$ cat src/rtl/vga_timing_gen.sv
// VGA raster timing generator.
// Divides clk_in down to the pixel rate, runs the horizontal/vertical
// counters, decodes sync/blank, and registers the application's colour
// together with sync/blank so every connector pin changes on one edge.
// Handshake: none. The colour source is a combinational function of
// (horizontal, vertical) and must settle within one clk_in of a counter change.
// Geometry limit: H_TOTAL and V_TOTAL must each be <= 1024 (10-bit counters).
module vga_timing_gen #(
  parameter int H_ACTIVE = 640,
  parameter int H_FP     = 16,
  parameter int H_SYNC   = 96,
  parameter int H_BP     = 48,
  parameter int V_ACTIVE = 480,
  parameter int V_FP     = 10,
  parameter int V_SYNC   = 2,
  parameter int V_BP     = 33,
  parameter int CLK_DIV  = 2,
  parameter int SYNC_POL = 0
) (
  input  logic        clk_in,
  input  logic        reset_in,
  input  logic [23:0] color_in,
  output logic [9:0]  horizontal,
  output logic [9:0]  vertical,
  output logic        pixel_tick,
  output logic [7:0]  vga_r,
  output logic [7:0]  vga_g,
  output logic [7:0]  vga_b,
  output logic        vga_hs,
  output logic        vga_vs,
  output logic        vga_blank_n,
  output logic        vga_clk,
  output logic        frame_start
);

  localparam int H_TOTAL = H_ACTIVE + H_FP + H_SYNC + H_BP;
  localparam int V_TOTAL = V_ACTIVE + V_FP + V_SYNC + V_BP;

  // Divider counter is at least one bit wide so CLK_DIV=1 still elaborates;
  // in that case it stays at zero and the tick is permanently high.
  localparam int DIV_W = (CLK_DIV > 1) ? $clog2(CLK_DIV) : 1;
  localparam logic [DIV_W-1:0] DIV_LAST = DIV_W'(CLK_DIV - 1);
  localparam logic [DIV_W-1:0] DIV_HALF = DIV_W'(CLK_DIV / 2);
  localparam logic             VGA_CLK_EN = (CLK_DIV > 1);

  localparam logic [9:0] H_LAST = 10'(H_TOTAL - 1);
  localparam logic [9:0] V_LAST = 10'(V_TOTAL - 1);

  // Decode bounds are 11 bits so a sync window ending exactly at 1024 still compares correctly.
  localparam logic [10:0] H_ACT_END  = 11'(H_ACTIVE);
  localparam logic [10:0] H_SYNC_BEG = 11'(H_ACTIVE + H_FP);
  localparam logic [10:0] H_SYNC_END = 11'(H_ACTIVE + H_FP + H_SYNC);
  localparam logic [10:0] V_ACT_END  = 11'(V_ACTIVE);
  localparam logic [10:0] V_SYNC_BEG = 11'(V_ACTIVE + V_FP);
  localparam logic [10:0] V_SYNC_END = 11'(V_ACTIVE + V_FP + V_SYNC);

  localparam logic SYNC_ON  = (SYNC_POL != 0);
  localparam logic SYNC_OFF = !SYNC_ON;

  logic [DIV_W-1:0] r_div_cnt;
  logic [DIV_W-1:0] w_div_next;
  logic             w_tick;
  logic [9:0]       r_h;
  logic [9:0]       r_v;
  logic             w_h_last;
  logic             w_v_last;
  logic             w_active;
  logic             w_hs_int;
  logic             w_vs_int;
  logic [23:0]      r_rgb;
  logic             r_hs;
  logic             r_vs;
  logic             r_blank_n;
  logic             r_vga_clk;
  logic             r_frame_start;

  assign w_tick     = (r_div_cnt == DIV_LAST);
  assign w_div_next = w_tick ? '0 : r_div_cnt + DIV_W'(1);
  assign w_h_last   = (r_h == H_LAST);
  assign w_v_last   = (r_v == V_LAST);

  // Raster decode from the current (pre-edge) counter values.
  always_comb begin
    w_active = ({1'b0, r_h} < H_ACT_END) && ({1'b0, r_v} < V_ACT_END);
    w_hs_int = ({1'b0, r_h} >= H_SYNC_BEG) && ({1'b0, r_h} < H_SYNC_END);
    w_vs_int = ({1'b0, r_v} >= V_SYNC_BEG) && ({1'b0, r_v} < V_SYNC_END);
  end

  // Pixel-rate divider; vga_clk follows the divider phase so it is low in the
  // first half of each pixel period and high in the second half.
  always_ff @(posedge clk_in or posedge reset_in) begin
    if (reset_in) begin
      r_div_cnt <= '0;
      r_vga_clk <= 1'b0;
    end else begin
      r_div_cnt <= w_div_next;
      r_vga_clk <= VGA_CLK_EN && (w_div_next >= DIV_HALF);
    end
  end

  // Horizontal/vertical counters; vertical steps only when horizontal wraps.
  always_ff @(posedge clk_in or posedge reset_in) begin
    if (reset_in) begin
      r_h <= '0;
      r_v <= '0;
    end else if (w_tick) begin
      if (w_h_last) begin
        r_h <= '0;
        r_v <= w_v_last ? 10'd0 : r_v + 10'd1;
      end else begin
        r_h <= r_h + 10'd1;
      end
    end
  end

  // Output stage: colour, sync and blank for the pixel being left on this tick.
  always_ff @(posedge clk_in or posedge reset_in) begin
    if (reset_in) begin
      r_rgb     <= '0;
      r_hs      <= SYNC_OFF;
      r_vs      <= SYNC_OFF;
      r_blank_n <= 1'b0;
    end else if (w_tick) begin
      r_rgb     <= w_active ? color_in : 24'd0;
      r_hs      <= w_hs_int ? SYNC_ON : SYNC_OFF;
      r_vs      <= w_vs_int ? SYNC_ON : SYNC_OFF;
      r_blank_n <= w_active;
    end
  end

  // One-clk pulse after the edge that wraps the last pixel of the frame to (0,0).
  always_ff @(posedge clk_in or posedge reset_in) begin
    if (reset_in) begin
      r_frame_start <= 1'b0;
    end else begin
      r_frame_start <= w_tick && w_h_last && w_v_last;
    end
  end

  assign horizontal  = r_h;
  assign vertical    = r_v;
  assign pixel_tick  = w_tick;
  assign vga_r       = r_rgb[23:16];
  assign vga_g       = r_rgb[15:8];
  assign vga_b       = r_rgb[7:0];
  assign vga_hs      = r_hs;
  assign vga_vs      = r_vs;
  assign vga_blank_n = r_blank_n;
  assign vga_clk     = r_vga_clk;
  assign frame_start = r_frame_start;

endmodule

$ cat config.mk
export PLATFORM = sky130hd
export DESIGN_NAME = vga_timing_gen
export DESIGN_NICKNAME = d
export VERILOG_FILES = /design/src/rtl/vga_timing_gen.sv
export SDC_FILE = /design/constraint.sdc
export NUM_CORES = 1
export LEC_CHECK = 0
export CAP_MARGIN = 5
export CELL_PAD_IN_SITES_DETAIL_PLACEMENT = 0
export CELL_PAD_IN_SITES_GLOBAL_PLACEMENT = 1
export CORE_MARGIN = 2
export CORE_UTILIZATION = 51
export CTS_BUF_LIST = sky130_fd_sc_hd__clkbuf_16
export DETAILED_ROUTE_END_ITERATION = 8
export DONT_BUFFER_PORTS = 1
export GPL_ROUTABILITY_DRIVEN = 0
export PLACE_DENSITY = 0.82
export SLEW_MARGIN = 20
export SYNTH_ARGS = -nofsm -noshare
export SYNTH_HDL_FRONTEND = slang
export SYNTH_SLANG_ARGS = --single-unit
$ cat constraint.sdc
create_clock -name clk_in -period 2.9 [get_ports clk_in]
set_clock_uncertainty 0.2 [all_clocks]
set_input_delay 0.725 -clock clk_in [delete_from_list [all_inputs] [get_ports clk_in]]
set_output_delay 0.725 -clock clk_in [all_outputs]
set_load 0.005 [all_outputs]
==> impl_metrics.py <==
metrics = {
    "yosys": {
        "synth_edf_count": 0,
        "yosysMostFrequentCell": "dfrtp_1",
        "ys_ff_latch": 49,
        "ys_types": 38,
        "synth_common_cells": "47 x dfrtp_1, 24 x a22o_1, 11 x xnor2_1",
        "yosysSeqAreaShare_pct": 58.8,
        "ys_warn_count": 0,
        "synth-main-ff-cell": "dfrtp_1",
        "synth_top_area_share_pct": 56.3,
        "yosys-top-cells-area": "dfrtp_1 56%, a22o_1 10%, xnor2_1 4.6%, dfstp_2 2.5%, ha_1 2.4%",
        "synth_nets": 205,
        "synth.avg_cell_area_sq_um": 11.9,
        "async_flop_share_pct": 100,
        "syn_area_sq_um": 2090,
        "synth_cells": 175,
        "yosys.area.top_type": "dfrtp_1",
    },
    "power": {
        "seq_power_share_pct": 51.5,
        "p_clk_share_pct": 46.4,
        "switchingPower_w": 0.000269,
        "p_int_w": 0.00112,
        "power_density_nw_per_um2": 605,
        "switching_share_pct": 19.4,
        "ir_drop_uv": 293,
        "p_comb_share_pct": 2.1,
        "p_leak_nw": 1.08,
    },
    "clock_tree": {
        "tritoncts": "built",
        "cts_setup_buffers": 0,
        "cts_buffers": 5,
        "clk-insertion-delay-late_ns": 0.28,
        "cts_root_buf": "clkbuf_16",
        "cts_buffer_depth": 2,
        "cts_resized": 0,
        "cts.clk_slew.worst_paths_ns": 0.06,
        "cts_sinks": 49,
        "cts_hold_buf": 0,
        "htreeDepth": 2,
    },
    "die": {
        "pin_count": 76,
        "initial_core_util_pct": 52.6,
        "fp.dieH_um": 68.0,
        "die_w_um": 68.0,
        "core_sq_um": 3970,
        "num_rows": 23,
        "dieArea_sq_um": 4620,
    },
    "grt": {
        "grt.total_usage_pct": 18.2,
        "grt_pass1_vias": 1323,
        "grt_max_degree": 50,
        "grt_pass1_wl_mm": 6.20,
        "antenna_found_initial": 0,
        "grt-ovfl-total": 0,
    },
    "final_layout": {
        "area_growth_pct": 9.89,
        "drive_above_1_share_pct": 9.04,
        "ff_latch_area_sq_um": 1230,
        "diodes": 0,
        "multiInputGateArea_sq_um": 771,
        "fillers": 351,
        "fin_nets": 206,
    },
    "timing": {
        "relSlewSlack_pct": 45.9,
        "rsz0062_at_grt": "no",
        "max_freq_mhz": 474,
        "finalCritPeriodShare_pct": 72.7,
        "period_needed_ns": 2.11,
        "setup-tns-final_ns": 0,
        "tightest_slew_ns": 0.811,
        "setup_viol": 0,
        "setup_slack_ns": 0.791,
        "hold_violations": 0,
        "final_max_slew_viol_count": 0,
    },
    "placement": {
        "port_buffers": 0,
        "hpwl_mm": 2.77,
        "place_ws_ns": 0.766,
    },
    "worst_setup_path": {
        "worstPathRequired_ns": 2.86,
        "critPathLaunchType": "register",
        "crit_fanout": 18,
        "worstSetupPathType": "reg2reg",
        "cp.arrival_ns": 2.07,
        "crit_path_end_kind": "register",
    },
    "route": {
        "wl_mm": 4.01,
        "drt_first_pass_iters": 4,
        "drt_iter0_drc": 69,
        "wl_per_cell_um": 17.7,
        "via_per_inst": 5.99,
        "dr_total_vias": 1360,
        "drc": 0,
        "ant_nets": 0,
    },
    "status": {
        "outcome": "completed",
    },
    "hold_path": {
        "holdCritPathClass": "in2async",
    },
    "flow_run": {
        "maxCapViolations": 0,
    },
}
==> final cells by class <==
class | count | share of cell area [%]
clock buffer | 5 | 5.45
clock inverter | 3 | 1.85
inverter | 9 | 1.53
multi-input combinational | 107 | 33.6
sequential | 49 | 53.5
tap | 50 | 2.73
timing repair buffer | 4 | 1.31
==> layer usage <==
layer | up-vias | GRT usage [%] | share of wire, %
met5 | - | 0 | 0
li1 | 631 | - | -
met1 | 678 | 21.7 | 42
met4 | 0 | 7.50 | 1.0
met2 | 46 | 29.9 | 50
met3 | 5 | 6.41 | 7.1
==> registers in the layout (all words and copies together) (netlist names) <==
signal	flops
frame_start	1
horizontal	10
pixel_tick	1
r_rgb	24
vertical	10
vga_blank_n	1
vga_hs	1
vga_vs	1
==> metrics by stage <==
stage                     hold WS [ns]  instance area, sq um  power [W]  cells  utilization (%)
after detailed placement         0.295                  2130   0.000759    219             53.5
after global placement           0.292                  2130   0.000756    219             53.5
final                            0.248                  2290    0.00139    227             57.8
after global routing             0.321                  2290    0.00144    227             57.8
after CTS                        0.308                  2290    0.00140    227             57.8
after floorplan                  0.276                  2090   0.000748    175                -
==> power groups by stage <==
stage	clock network [W]	registers, W	logic (W)
3_3_place_gp	0	0.000727	0.0000289
4_1_cts	0.000658	0.000715	0.0000314
5_1_grt	0.000688	0.000716	0.0000341
6_report	0.000643	0.000715	0.0000296
3_5_place_dp	0	0.000727	0.0000315
2_1_floorplan	0	0.000724	0.0000242
==> critical path, stage by stage, from the launching register on <==
cell	delay (ns)
dfrtp_1	0.46
ha_1	0.23
nand2_1	0.13
nor4_4	0.40
buf_4	0.29
nand4_1	0.13
xnor2_1	0.15
==> final timing paths <==
check,to,depth (start not counted),startpoint,slack (ns)
max,vertical[7],6,horizontal[0],0.79
min,r_rgb[19],1,reset_in,0.25
max reg2reg,vertical[7],6,horizontal[0],0.79
min reg2reg,vga_vs,2,vga_vs,0.31
max in group asynchronous,vga_hs,2,reset_in,1.62
min in group clk_in,vga_vs,2,vga_vs,0.31
==> placed cells by master, fill, tap and decap left out, types with 2 or more instances in the layout <==
| master | count |
|---|---|
| dfstp_2 | 2 |
| xor2_1 | 2 |
| and4_1 | 2 |
| clkbuf_16 | 5 |
| o21ai_0 | 5 |
| and3_1 | 3 |
| xnor2_1 | 11 |
| mux2i_1 | 2 |
| a31oi_1 | 2 |
| nand3_1 | 10 |
| a22o_1 | 24 |
| nor2_1 | 9 |
| ha_1 | 4 |
| and2_1 | 2 |
| dfrtp_1 | 47 |
| nand2_1 | 7 |
| nor3_1 | 3 |
| buf_4 | 4 |
| nand4_1 | 6 |
| a21oi_1 | 2 |
| inv_1 | 8 |
==> cell families after synthesis <==
family | Yosys count | synth area share, %
simple gates | 51 | 14.2
flops | 49 | 58.8
compound gates | 37 | 13.9
buf+inv | 19 | 4.25
xor+xnor | 13 | 5.45
fa+ha+maj | 4 | 2.40
mux | 2 | 0.959
No activity file was read; power rests on OpenSTA's default activity.
